### src/rtl/i2s_tdm_ws_gen_if.sv
// Configuration and frame-position bundle between the I2S uDMA master
// control logic (master side) and the TDM/DSP frame-sync generator (slave side).
interface i2s_tdm_ws_gen_if #(
    parameter int MAX_BITS  = 32,
    parameter int MAX_SLOTS = 16,
    parameter int SETUP_W   = 16
);
    localparam int BW = $clog2(MAX_BITS);
    localparam int SW = $clog2(MAX_SLOTS);

    // Configuration, driven by the control side.
    logic               cfg_en_i;
    logic [BW-1:0]      cfg_num_bits_i;
    logic [SW-1:0]      cfg_num_slots_i;
    logic [SETUP_W-1:0] cfg_setup_time_i;
    logic [1:0]         cfg_pulse_mode_i;
    logic               cfg_lead_i;
    logic               cfg_ws_pol_i;

    // Frame sync and position strobes, driven by the generator.
    logic               ws_o;
    logic               frame_start_o;
    logic               slot_start_o;
    logic [SW-1:0]      slot_o;
    logic [BW-1:0]      bit_o;
    logic               busy_o;

    modport master (
        output cfg_en_i, cfg_num_bits_i, cfg_num_slots_i, cfg_setup_time_i,
               cfg_pulse_mode_i, cfg_lead_i, cfg_ws_pol_i,
        input  ws_o, frame_start_o, slot_start_o, slot_o, bit_o, busy_o
    );

    modport slave (
        input  cfg_en_i, cfg_num_bits_i, cfg_num_slots_i, cfg_setup_time_i,
               cfg_pulse_mode_i, cfg_lead_i, cfg_ws_pol_i,
        output ws_o, frame_start_o, slot_start_o, slot_o, bit_o, busy_o
    );
endinterface

### src/rtl/i2s_tdm_ws_gen.sv
// TDM/DSP frame-sync generator for the uDMA I2S master path. Produces a
// programmable frame sync (pulse shape, one-bit lead, polarity, setup delay)
// plus slot/bit position strobes for the serializer and deserializer.
// Outputs are registered from the current state, so they trail it by one cycle.
module i2s_tdm_ws_gen #(
    parameter int MAX_BITS  = 32,
    parameter int MAX_SLOTS = 16,
    parameter int SETUP_W   = 16
) (
    input  logic            sck_i,
    input  logic            rst_i,
    i2s_tdm_ws_gen_if.slave bus
);
    localparam int BW = $clog2(MAX_BITS);
    localparam int SW = $clog2(MAX_SLOTS);
    localparam int PW = BW + SW;

    typedef enum logic [1:0] {
        ST_IDLE  = 2'd0,
        ST_SETUP = 2'd1,
        ST_RUN   = 2'd2
    } state_t;

    // Frame configuration held stable for a whole frame.
    typedef struct packed {
        logic [BW-1:0] num_bits;
        logic [SW-1:0] num_slots;
        logic [1:0]    mode;
        logic          lead;
        logic          pol;
    } shadow_t;

    state_t             state_q, state_d;
    shadow_t            shd_q, shd_d, live_cfg;
    logic [BW-1:0]      bit_q, bit_d;
    logic [SW-1:0]      slot_q, slot_d;
    logic [PW-1:0]      pos_q, pos_d;
    logic [SETUP_W-1:0] setup_cnt_q, setup_cnt_d;

    logic               last_bit, last_slot, frame_end;
    logic [PW:0]        frame_len;
    logic [PW-1:0]      half_len, win_len;
    logic               run_active;

    logic               ws_d, frame_start_d, slot_start_d, busy_d;
    logic [SW-1:0]      slot_out_d;
    logic [BW-1:0]      bit_out_d;
    logic               ws_q, frame_start_q, slot_start_q, busy_q;
    logic [SW-1:0]      slot_out_q;
    logic [BW-1:0]      bit_out_q;

    assign live_cfg  = {bus.cfg_num_bits_i, bus.cfg_num_slots_i,
                        bus.cfg_pulse_mode_i, bus.cfg_lead_i, bus.cfg_ws_pol_i};
    assign last_bit  = (bit_q == shd_q.num_bits);
    assign last_slot = (slot_q == shd_q.num_slots);
    assign frame_end = last_bit && last_slot;

    // Active-window length of the frame sync for the shadowed pulse mode.
    always_comb begin
        // The full frame length needs one bit more than a position (32*16 = 512).
        frame_len = ((PW+1)'(shd_q.num_bits) + (PW+1)'(1)) *
                    ((PW+1)'(shd_q.num_slots) + (PW+1)'(1));
        half_len  = PW'(frame_len >> 1);
        case (shd_q.mode)
            2'b01:   win_len = PW'(shd_q.num_bits) + PW'(1);
            2'b10:   win_len = (half_len == '0) ? PW'(1) : half_len;
            default: win_len = PW'(1);
        endcase
    end

    // Next-state, counter, shadow-reload and next-output logic.
    always_comb begin
        // NOTE: every signal assigned here gets a default first, so no branch can infer a latch.
        state_d       = state_q;
        shd_d         = shd_q;
        bit_d         = bit_q;
        slot_d        = slot_q;
        pos_d         = pos_q;
        setup_cnt_d   = setup_cnt_q;
        run_active    = 1'b0;
        ws_d          = bus.cfg_ws_pol_i;
        frame_start_d = 1'b0;
        slot_start_d  = 1'b0;
        slot_out_d    = '0;
        bit_out_d     = '0;
        busy_d        = 1'b0;

        unique case (state_q)
            ST_IDLE: begin
                bit_d       = '0;
                slot_d      = '0;
                pos_d       = '0;
                setup_cnt_d = '0;
                if (bus.cfg_en_i) begin
                    shd_d = live_cfg;
                    if (bus.cfg_setup_time_i != '0) begin
                        state_d     = ST_SETUP;
                        setup_cnt_d = bus.cfg_setup_time_i;
                    end else if (bus.cfg_lead_i) begin
                        // Lead mode needs at least one cycle to place the lead pulse.
                        state_d     = ST_SETUP;
                        setup_cnt_d = SETUP_W'(1);
                    end else begin
                        state_d = ST_RUN;
                    end
                end
            end

            ST_SETUP: begin
                busy_d = 1'b1;
                ws_d   = (shd_q.lead && setup_cnt_q == SETUP_W'(1)) ? ~shd_q.pol : shd_q.pol;
                if (!bus.cfg_en_i) begin
                    state_d     = ST_IDLE;
                    setup_cnt_d = '0;
                end else if (setup_cnt_q == SETUP_W'(1)) begin
                    state_d     = ST_RUN;
                    setup_cnt_d = '0;
                end else begin
                    setup_cnt_d = setup_cnt_q - SETUP_W'(1);
                end
            end

            ST_RUN: begin
                busy_d        = 1'b1;
                frame_start_d = (bit_q == '0) && (slot_q == '0);
                slot_start_d  = (bit_q == '0);
                slot_out_d    = slot_q;
                bit_out_d     = bit_q;

                if (frame_end) begin
                    // The lead pulse belongs to the coming frame, so it follows
                    // the configuration that is reloaded on this cycle.
                    if (bus.cfg_lead_i) ws_d = ~bus.cfg_ws_pol_i;
                    else                ws_d = (pos_q < win_len) ^ shd_q.pol;
                end else begin
                    if (shd_q.lead) run_active = (pos_q + PW'(1)) < win_len;
                    else            run_active = pos_q < win_len;
                    ws_d = run_active ^ shd_q.pol;
                end

                if (!bus.cfg_en_i) begin
                    state_d = ST_IDLE;
                    bit_d   = '0;
                    slot_d  = '0;
                    pos_d   = '0;
                end else if (last_bit) begin
                    bit_d = '0;
                    if (last_slot) begin
                        slot_d = '0;
                        pos_d  = '0;
                        shd_d  = live_cfg;
                    end else begin
                        slot_d = slot_q + SW'(1);
                        pos_d  = pos_q + PW'(1);
                    end
                end else begin
                    bit_d = bit_q + BW'(1);
                    pos_d = pos_q + PW'(1);
                end
            end

            default: state_d = ST_IDLE;
        endcase
    end

    // State, counters and shadow configuration advance on every bit clock.
    always_ff @(posedge sck_i) begin
        // NOTE: sequential state uses non-blocking assignments only, so every register samples pre-edge values.
        if (rst_i) begin
            state_q     <= ST_IDLE;
            shd_q       <= '0;
            bit_q       <= '0;
            slot_q      <= '0;
            pos_q       <= '0;
            setup_cnt_q <= '0;
        end else begin
            state_q     <= state_d;
            shd_q       <= shd_d;
            bit_q       <= bit_d;
            slot_q      <= slot_d;
            pos_q       <= pos_d;
            setup_cnt_q <= setup_cnt_d;
        end
    end

    // Output registers keep the sync and strobes glitch-free at the pins.
    always_ff @(posedge sck_i) begin
        if (rst_i) begin
            ws_q          <= 1'b0;
            frame_start_q <= 1'b0;
            slot_start_q  <= 1'b0;
            slot_out_q    <= '0;
            bit_out_q     <= '0;
            busy_q        <= 1'b0;
        end else begin
            ws_q          <= ws_d;
            frame_start_q <= frame_start_d;
            slot_start_q  <= slot_start_d;
            slot_out_q    <= slot_out_d;
            bit_out_q     <= bit_out_d;
            busy_q        <= busy_d;
        end
    end

    assign bus.ws_o          = ws_q;
    assign bus.frame_start_o = frame_start_q;
    assign bus.slot_start_o  = slot_start_q;
    assign bus.slot_o        = slot_out_q;
    assign bus.bit_o         = bit_out_q;
    assign bus.busy_o        = busy_q;
endmodule
### src/flat_wrapper.sv
// flat-port wrapper written by rule: the top's interface ports become plain ports
module i2s_tdm_ws_gen_flat 
#(
    parameter int MAX_BITS  = 32,
    parameter int MAX_SLOTS = 16,
    parameter int SETUP_W   = 16
)
  (sck_i, rst_i, bus_cfg_en_i, bus_cfg_num_bits_i, bus_cfg_num_slots_i, bus_cfg_setup_time_i, bus_cfg_pulse_mode_i, bus_cfg_lead_i, bus_cfg_ws_pol_i, bus_ws_o, bus_frame_start_o, bus_slot_start_o, bus_slot_o, bus_bit_o, bus_busy_o);
  i2s_tdm_ws_gen_if #(.MAX_BITS(MAX_BITS), .MAX_SLOTS(MAX_SLOTS), .SETUP_W(SETUP_W)) bus_i ();
  input  logic sck_i;
  input  logic rst_i;
  input wire logic [$bits(bus_i.cfg_en_i)-1:0] bus_cfg_en_i;
  input wire logic [$bits(bus_i.cfg_num_bits_i)-1:0] bus_cfg_num_bits_i;
  input wire logic [$bits(bus_i.cfg_num_slots_i)-1:0] bus_cfg_num_slots_i;
  input wire logic [$bits(bus_i.cfg_setup_time_i)-1:0] bus_cfg_setup_time_i;
  input wire logic [$bits(bus_i.cfg_pulse_mode_i)-1:0] bus_cfg_pulse_mode_i;
  input wire logic [$bits(bus_i.cfg_lead_i)-1:0] bus_cfg_lead_i;
  input wire logic [$bits(bus_i.cfg_ws_pol_i)-1:0] bus_cfg_ws_pol_i;
  output wire logic [$bits(bus_i.ws_o)-1:0] bus_ws_o;
  output wire logic [$bits(bus_i.frame_start_o)-1:0] bus_frame_start_o;
  output wire logic [$bits(bus_i.slot_start_o)-1:0] bus_slot_start_o;
  output wire logic [$bits(bus_i.slot_o)-1:0] bus_slot_o;
  output wire logic [$bits(bus_i.bit_o)-1:0] bus_bit_o;
  output wire logic [$bits(bus_i.busy_o)-1:0] bus_busy_o;
  assign bus_i.cfg_en_i = bus_cfg_en_i;
  assign bus_i.cfg_num_bits_i = bus_cfg_num_bits_i;
  assign bus_i.cfg_num_slots_i = bus_cfg_num_slots_i;
  assign bus_i.cfg_setup_time_i = bus_cfg_setup_time_i;
  assign bus_i.cfg_pulse_mode_i = bus_cfg_pulse_mode_i;
  assign bus_i.cfg_lead_i = bus_cfg_lead_i;
  assign bus_i.cfg_ws_pol_i = bus_cfg_ws_pol_i;
  assign bus_ws_o = bus_i.ws_o;
  assign bus_frame_start_o = bus_i.frame_start_o;
  assign bus_slot_start_o = bus_i.slot_start_o;
  assign bus_slot_o = bus_i.slot_o;
  assign bus_bit_o = bus_i.bit_o;
  assign bus_busy_o = bus_i.busy_o;
  i2s_tdm_ws_gen #(.MAX_BITS(MAX_BITS), .MAX_SLOTS(MAX_SLOTS), .SETUP_W(SETUP_W)) u_core (.sck_i(sck_i), .rst_i(rst_i), .bus(bus_i));
endmodule
### config.mk
export PLATFORM = sky130hd
export DESIGN_NAME = i2s_tdm_ws_gen_flat
export DESIGN_NICKNAME = d
export VERILOG_FILES = /design/src/rtl/i2s_tdm_ws_gen_if.sv /design/src/rtl/i2s_tdm_ws_gen.sv /design/src/flat_wrapper.sv
export SDC_FILE = /design/constraint.sdc
export NUM_CORES = 1
export LEC_CHECK = 0
export BUFFER_PORTS_ARGS = -buffer_cell sky130_fd_sc_hd__buf_2
export CORE_ASPECT_RATIO = 1.4
export CORE_MARGIN = 8
export CORE_UTILIZATION = 35
export DETAILED_ROUTE_END_ITERATION = 10
export GPL_TIMING_DRIVEN = 0
export PLACE_DENSITY = 0.64
export SYNTH_ARGS = -nofsm -noshare
export SYNTH_HDL_FRONTEND = slang
export SYNTH_SLANG_ARGS = --single-unit
### constraint.sdc
create_clock -name sck_i -period 16.4 [get_ports sck_i]
set_input_delay 0.82 -clock sck_i [delete_from_list [all_inputs] [get_ports sck_i]]
set_output_delay 0.82 -clock sck_i [all_outputs]
set_load 0.02 [all_outputs]
* After elaboration in Yosys (flattened, before gate mapping)
Cells that the tools add are included.
** Cells by class
- Add/sub/neg operators :: 7
- Multipliers :: 1
- Order comparisons :: 2
- Equal/unequal tests :: 14
- Multiplexer cells :: 39
- Bitwise logic cells :: 5
- Reductions and logical operators :: 15
** Operators with widths (count)
- two-way mux 16 bit :: 4
- two-way mux 13 bit :: 4
- two-way mux 9 bit :: 4
- case mux 9 bit (2 select lines) :: 2
- case mux 16 bit (2 select lines) :: 1
- case mux 13 bit (2 select lines) :: 1
- less-than comparator 9 bit :: 2
- == test 16 x 1 -> 1 bit (second input constant) :: 1
- nonzero test 16 bit :: 1
- subtractor 16 x 1 -> 16 bit (second input constant) :: 1
- adder 5 x 1 -> 6 bit (second input constant) :: 2
- two-way mux 2 bit :: 6
- two-way mux 4 bit :: 3
- multiplier 10 x 10 -> 10 bit :: 1
- two-way mux 5 bit :: 2
- case mux 5 bit (2 select lines) :: 1
- adder 9 x 1 -> 9 bit (second input constant) :: 1
- zero test 9 bit :: 1
- two-way mux 1 bit :: 8
- case mux 4 bit (2 select lines) :: 1
- != test 2 bit (second input constant) :: 3
- != test 3 x 2 -> 1 bit (second input constant) :: 2
- case mux 2 bit (3 select lines) :: 1
- adder 4 x 1 -> 5 bit (second input constant) :: 1
- other kinds (19) :: 29
** Storage, ports and cells
- Bits in registers :: 62
- Output and inout bits :: 13

* Longest topological paths before layout
- Depth in word-level cells :: 12
- Mapped depth :: 27
- Gate-level depth less buffers :: 26

* Worst setup path before layout
No wires, ideal clock.
- Kind :: flip-flop to flip-flop
- Start :: register u_core.shd_q[4] (netlist name)
- End :: register u_core.ws_q, in the netlist u_core.bus.ws_o
- Library setup time :: 0.115 ns
- Arrival time :: 6.241 ns
- Required time :: 16.285 ns
- Setup slack :: 10.044 ns
- Stages on the path, launching flop included :: 28
- Period minus slack after synthesis :: 6.356 ns
- Cell sequence :: dfxtp_1 clkbuf_1 nand3_1 xor2_1 nor2_1 fa_1 inv_1 fa_1 fa_1 inv_1 ha_1 nand3_1 nand2_1 or3_4 a2111oi_4 o211a_1 and2b_2 a22oi_1 ha_1 a21o_1 a21o_1 a21oi_1 nor2_1 a211oi_1 o211ai_2 o221ai_2 mux2_1 o21a_1
** Between the ends
- Cells in the longest elaborated chain, start to end :: 12
- Elaborated cells on any way between the ends :: 17
** RTL lines
- start: declaration :: RTL line i2s_tdm_ws_gen.sv:34 : shadow_t shd_q, shd_d, live_cfg;
- start signal: assignment :: RTL line i2s_tdm_ws_gen.sv:171 : shd_q <= '0;
- start signal: assignment :: RTL line i2s_tdm_ws_gen.sv:178 : shd_q <= shd_d;
- adder 4 x 1 -> 5 bit :: RTL line i2s_tdm_ws_gen.sv:62 : ((PW+1)'(shd_q.num_slots) + (PW+1)'(1));
- multiplier 10 x 10 -> 10 bit :: RTL line i2s_tdm_ws_gen.sv:61 : frame_len = ((PW+1)'(shd_q.num_bits) + (PW+1)'(1)) *
- zero test 9 bit :: RTL line i2s_tdm_ws_gen.sv:66 : 2'b10: win_len = (half_len == '0) ? PW'(1) : half_len;
- two-way mux 9 bit :: RTL line i2s_tdm_ws_gen.sv:66
- case mux 9 bit (2 select lines) :: RTL line i2s_tdm_ws_gen.sv:64 : case (shd_q.mode)
- less-than comparator 9 bit (on tied branches) :: RTL line i2s_tdm_ws_gen.sv:134, i2s_tdm_ws_gen.sv:137, i2s_tdm_ws_gen.sv:136
- two-way mux 1 bit :: RTL line i2s_tdm_ws_gen.sv:136 : if (shd_q.lead) run_active = (pos_q + PW'(1)) < win_len;
- two-way mux 1 bit :: RTL line i2s_tdm_ws_gen.sv:130 : if (frame_end) begin
- two-way mux 1 bit :: RTL line i2s_tdm_ws_gen.sv:88 : unique case (state_q)
- bitwise XOR 1 bit :: RTL line i2s_tdm_ws_gen.sv:138 : ws_d = run_active ^ shd_q.pol;
- two-way mux 1 bit (*) :: RTL line i2s_tdm_ws_gen.sv:130
- case mux 1 bit (2 select lines) (*) :: RTL line i2s_tdm_ws_gen.sv:88
- end signal: assignment :: RTL line i2s_tdm_ws_gen.sv:196 : ws_q <= ws_d;
- end: declaration :: RTL line i2s_tdm_ws_gen.sv:48 : logic ws_q, frame_start_q, slot_start_q, busy_q;
Mark *: on every way between the ends. The rest lies on a longest branch, timed or not. The select of a mux whose other input is x is not followed.
A chain may end at the register's enable or synchronous reset.

* Final worst setup path
Ends and elaborated chain as after synthesis.

==> flow_summary.yaml <==
timing:
  slew_violations: 0
  fin_skew_ps: 9.34
  slew_headroom_pct: 33.9
  layout_setup_ws_ps: 9220
  layout_min_cycle_time_ps: 7180
  setup_tns_ps: 0
  final-hold-violation-count: 0
  fmaxAchievable_mhz: 139
  rsz0062_at_grt: "false"
  worst_pin_slew_ps: 987
  finalCritPeriodShare_pct: 43.8
  finalSetupViolCount: 0
logic_synthesis:
  syn_area_per_cell_um2: 8.27
  synthMuxAreaShare_pct: 3.28
  ys_ff_latch: 62
  synth_compound_area_share_pct: 15.3
  seq_area_frac_synth_pct: 26.9
  syn_nets: 649
  synth_edf_count: 0
  yosys_warnings: 0
  async_flop_share_pct: 0
  synthXorXnorAreaFrac_pct: 8.16
  synthAdderAreaFrac_pct: 17.8
  synth_simple_gate_area_share_pct: 24.3
  synth_top_family_by_area: "simple AND/OR/NAND/NOR gates"
  synth_area_um2: 4610
  synth_ff_type: "dfxtp_1"
  postSynthCellCount: 558
  ys_types: 56
worst_setup_path:
  criticalPathCategory: "register to register"
  path_max_fanout: 8
  cp.required_ps: 16620
  start_kind: "register"
  worstSetupEndpointType: "register"
  crit_top_cell: "fa_1"
  cp_num_buf_inv: 3
  cp.arrival_ps: 7390
  cp_top_family: "adder cells"
  critPathSlowestCell: "fa_1"
  slowest_delay_ps: 540
placed_design:
  dp_hpwl_um: 9260
  io_buffers: 42
  gp_congestion: 0.859
  pre_cts_ws_ps: 9180
detailed_routing:
  viasPerCell: 5.44
  finalWirelength_um: 11600
  ant_nets: 0
  drt_iter0_drc: 224
  routedWlPerCell_um: 15.1
  dr_total_vias: 4181
  dr.pass1.iters: 4
  drc: 0
grt:
  antenna_found_initial: 0
  grt_start_max_net_pins: 14
  grt.total_usage_pct: 13.8
  grt_overflow: 0
  grt_pass1_wl_um: 19900
  grt_pass1_vias: 4362
floorplan:
  die-area_um2: 17200
  core_um2: 12900
  rows: 49
  start_util_pct: 35.8
  die_y_um: 152
  die_x_um: 113
  io_pins: 45
status:
  status: "complete, no violations"
final_layout:
  finish.utilization_pct: 41.5
  drive_above_1_share_pct: 12.8
  fill_cells: 1296
  nets: 702
  antennaDiodeCount: 0
  area_delta_synth_final_pct: 15.9
  layout_common_cells: "91 x nor2_1, 62 x dfxtp_1, 48 x ha_1"
  final_common_cell: "nor2_1"
power_and_ir_drop:
  irDropWorstVdd_v: 0.0000951
  cellLeakagePower_uw: 0.00243
  power_density_nw_per_um2: 153
cts:
  clock-sinks: 62
  htreeDepth: 3
  cts.clk_slew.worst_paths_ps: 60
  clock_path_buffers: 2
  postCtsHoldBufs: 0
  root_buffer: "clkbuf_16"
  ctsResizeCount: 0
  cts_inserted_buffers: 9
  clk_latency_ps: 330
  post_cts_buffers: 0
  cts_tree: "built"
run:
  drv_cap: 0
worst_hold_path:
  hold_path_class: "register to register"
## worst paths after layout
| check | cells past startpoint | from | slack [ps] | endpoint |
|---|---|---|---|---|
| max | 27 | u_core.shd_q[4] | 9220 | u_core.bus.ws_o |
| min | 2 | u_core.state_q[0] | 480 | u_core.state_q[0] |
| max reg2reg | 27 | u_core.shd_q[4] | 9220 | u_core.bus.ws_o |
| min reg2reg | 2 | u_core.state_q[0] | 480 | u_core.state_q[0] |
## synth_stat cells, drive strengths merged (2+ instances only)
| cell type | n | area (um2) |
|---|---|---|
| a211oi | 4 | 30.0 |
| a21o | 11 | 82.6 |
| a21oi | 31 | 159 |
| a221oi | 6 | 52.6 |
| a22oi | 12 | 90.1 |
| a31oi | 3 | 18.8 |
| a32oi | 3 | 26.3 |
| and2 | 13 | 81.3 |
| and3 | 8 | 51.3 |
| and4 | 2 | 20.0 |
| buf | 3 | 16.3 |
| clkbuf | 17 | 63.8 |
| dfxtp | 62 | 1240 |
| fa | 11 | 220 |
| ha | 48 | 601 |
| inv | 31 | 116 |
| mux2i | 14 | 140 |
| nand2 | 26 | 97.6 |
| nand2b | 9 | 56.3 |
| nand3 | 14 | 80.1 |
| nand3b | 2 | 15.0 |
| nand4 | 10 | 62.6 |
| nor2 | 91 | 342 |
| nor2b | 10 | 62.6 |
| nor3 | 13 | 70.1 |
| nor3b | 3 | 22.5 |
| nor4 | 8 | 50.1 |
| o211a | 2 | 20.0 |
| o21a | 3 | 22.5 |
| o21ai | 21 | 105 |
| o221ai | 2 | 23.8 |
| or2 | 8 | 50.1 |
| or3 | 3 | 23.8 |
| xnor2 | 23 | 201 |
| xor2 | 20 | 175 |
## power by group
| part | total, uW | switching, uW | internal, uW |
|---|---|---|---|
| combinational | 402 | 244 | 158 |
| clock | 208 | 72.9 | 135 |
| sequential | 211 | 29.4 | 181 |
| total | 820 | 346 | 474 |
## area by class of cell
class | instances | area [um2] | area share [%]
flip-flops and latches | 62 | 1240 | 23.2
plain buffers | 20 | 80.1 | 1.50
repair buffers | 42 | 210 | 3.93
clock inverters | 7 | 105 | 1.97
clock buffers | 9 | 225 | 4.21
multi-input cells | 445 | 3180 | 59.4
well taps | 153 | 191 | 3.58
inverters | 31 | 116 | 2.18
## sequential cells by signal, indices dropped and copies added (netlist names)
register                  flops
u_core.setup_cnt_q           16
u_core.shd_q                 13
u_core.pos_q                  9
u_core.bit_q                  5
u_core.bus.bit_o              5
u_core.bus.slot_o             4
u_core.slot_q                 4
u_core.state_q                2
u_core.bus.busy_o             1
u_core.bus.frame_start_o      1
u_core.bus.slot_start_o       1
u_core.bus.ws_o               1
## tightest hold or removal path, delay by kind of cell, from the launching register on
family,cells,cell delay (ps)
AOI/OAI and AO/OA,1,50
DFF,1,320
and+or+nand+nor,1,60
## stage by stage
step / cells / hold WS, ps / total power (uW) / cell area (um2)
2_1_floorplan: 558 / 446 / 514 / 4610
3_3_place_gp: 753 / 460 / 601 / 5020
3_5_place_dp: 753 / 473 / 609 / 5020
4_1_cts: 769 / 481 / 822 / 5350
5_1_grt: 769 / 525 / 882 / 5350
6_report: 769 / 483 / 820 / 5350
## per-layer routing
metal / vias up / global-route usage [%] / wire (um)
li1: 2056 / - / -
met1: 2004 / 16.2 / 5150
met2: 103 / 24.2 / 5790
met3: 18 / 2.98 / 467
met4: 0 / 4.08 / 178
met5: - / 0 / 0
## cells by family after synthesis
| logic type | Yosys count |
|---|---|
| XOR/XNOR | 43 |
| AND/OR/NAND/NOR | 224 |
| adder cells (fa/ha/maj) | 59 |
| AO/OA/AOI/OAI | 104 |
| multiplexers | 15 |
| buffers and inverters | 51 |
| flip-flops | 62 |
Note: power is estimated with default switching activity, not from simulation.
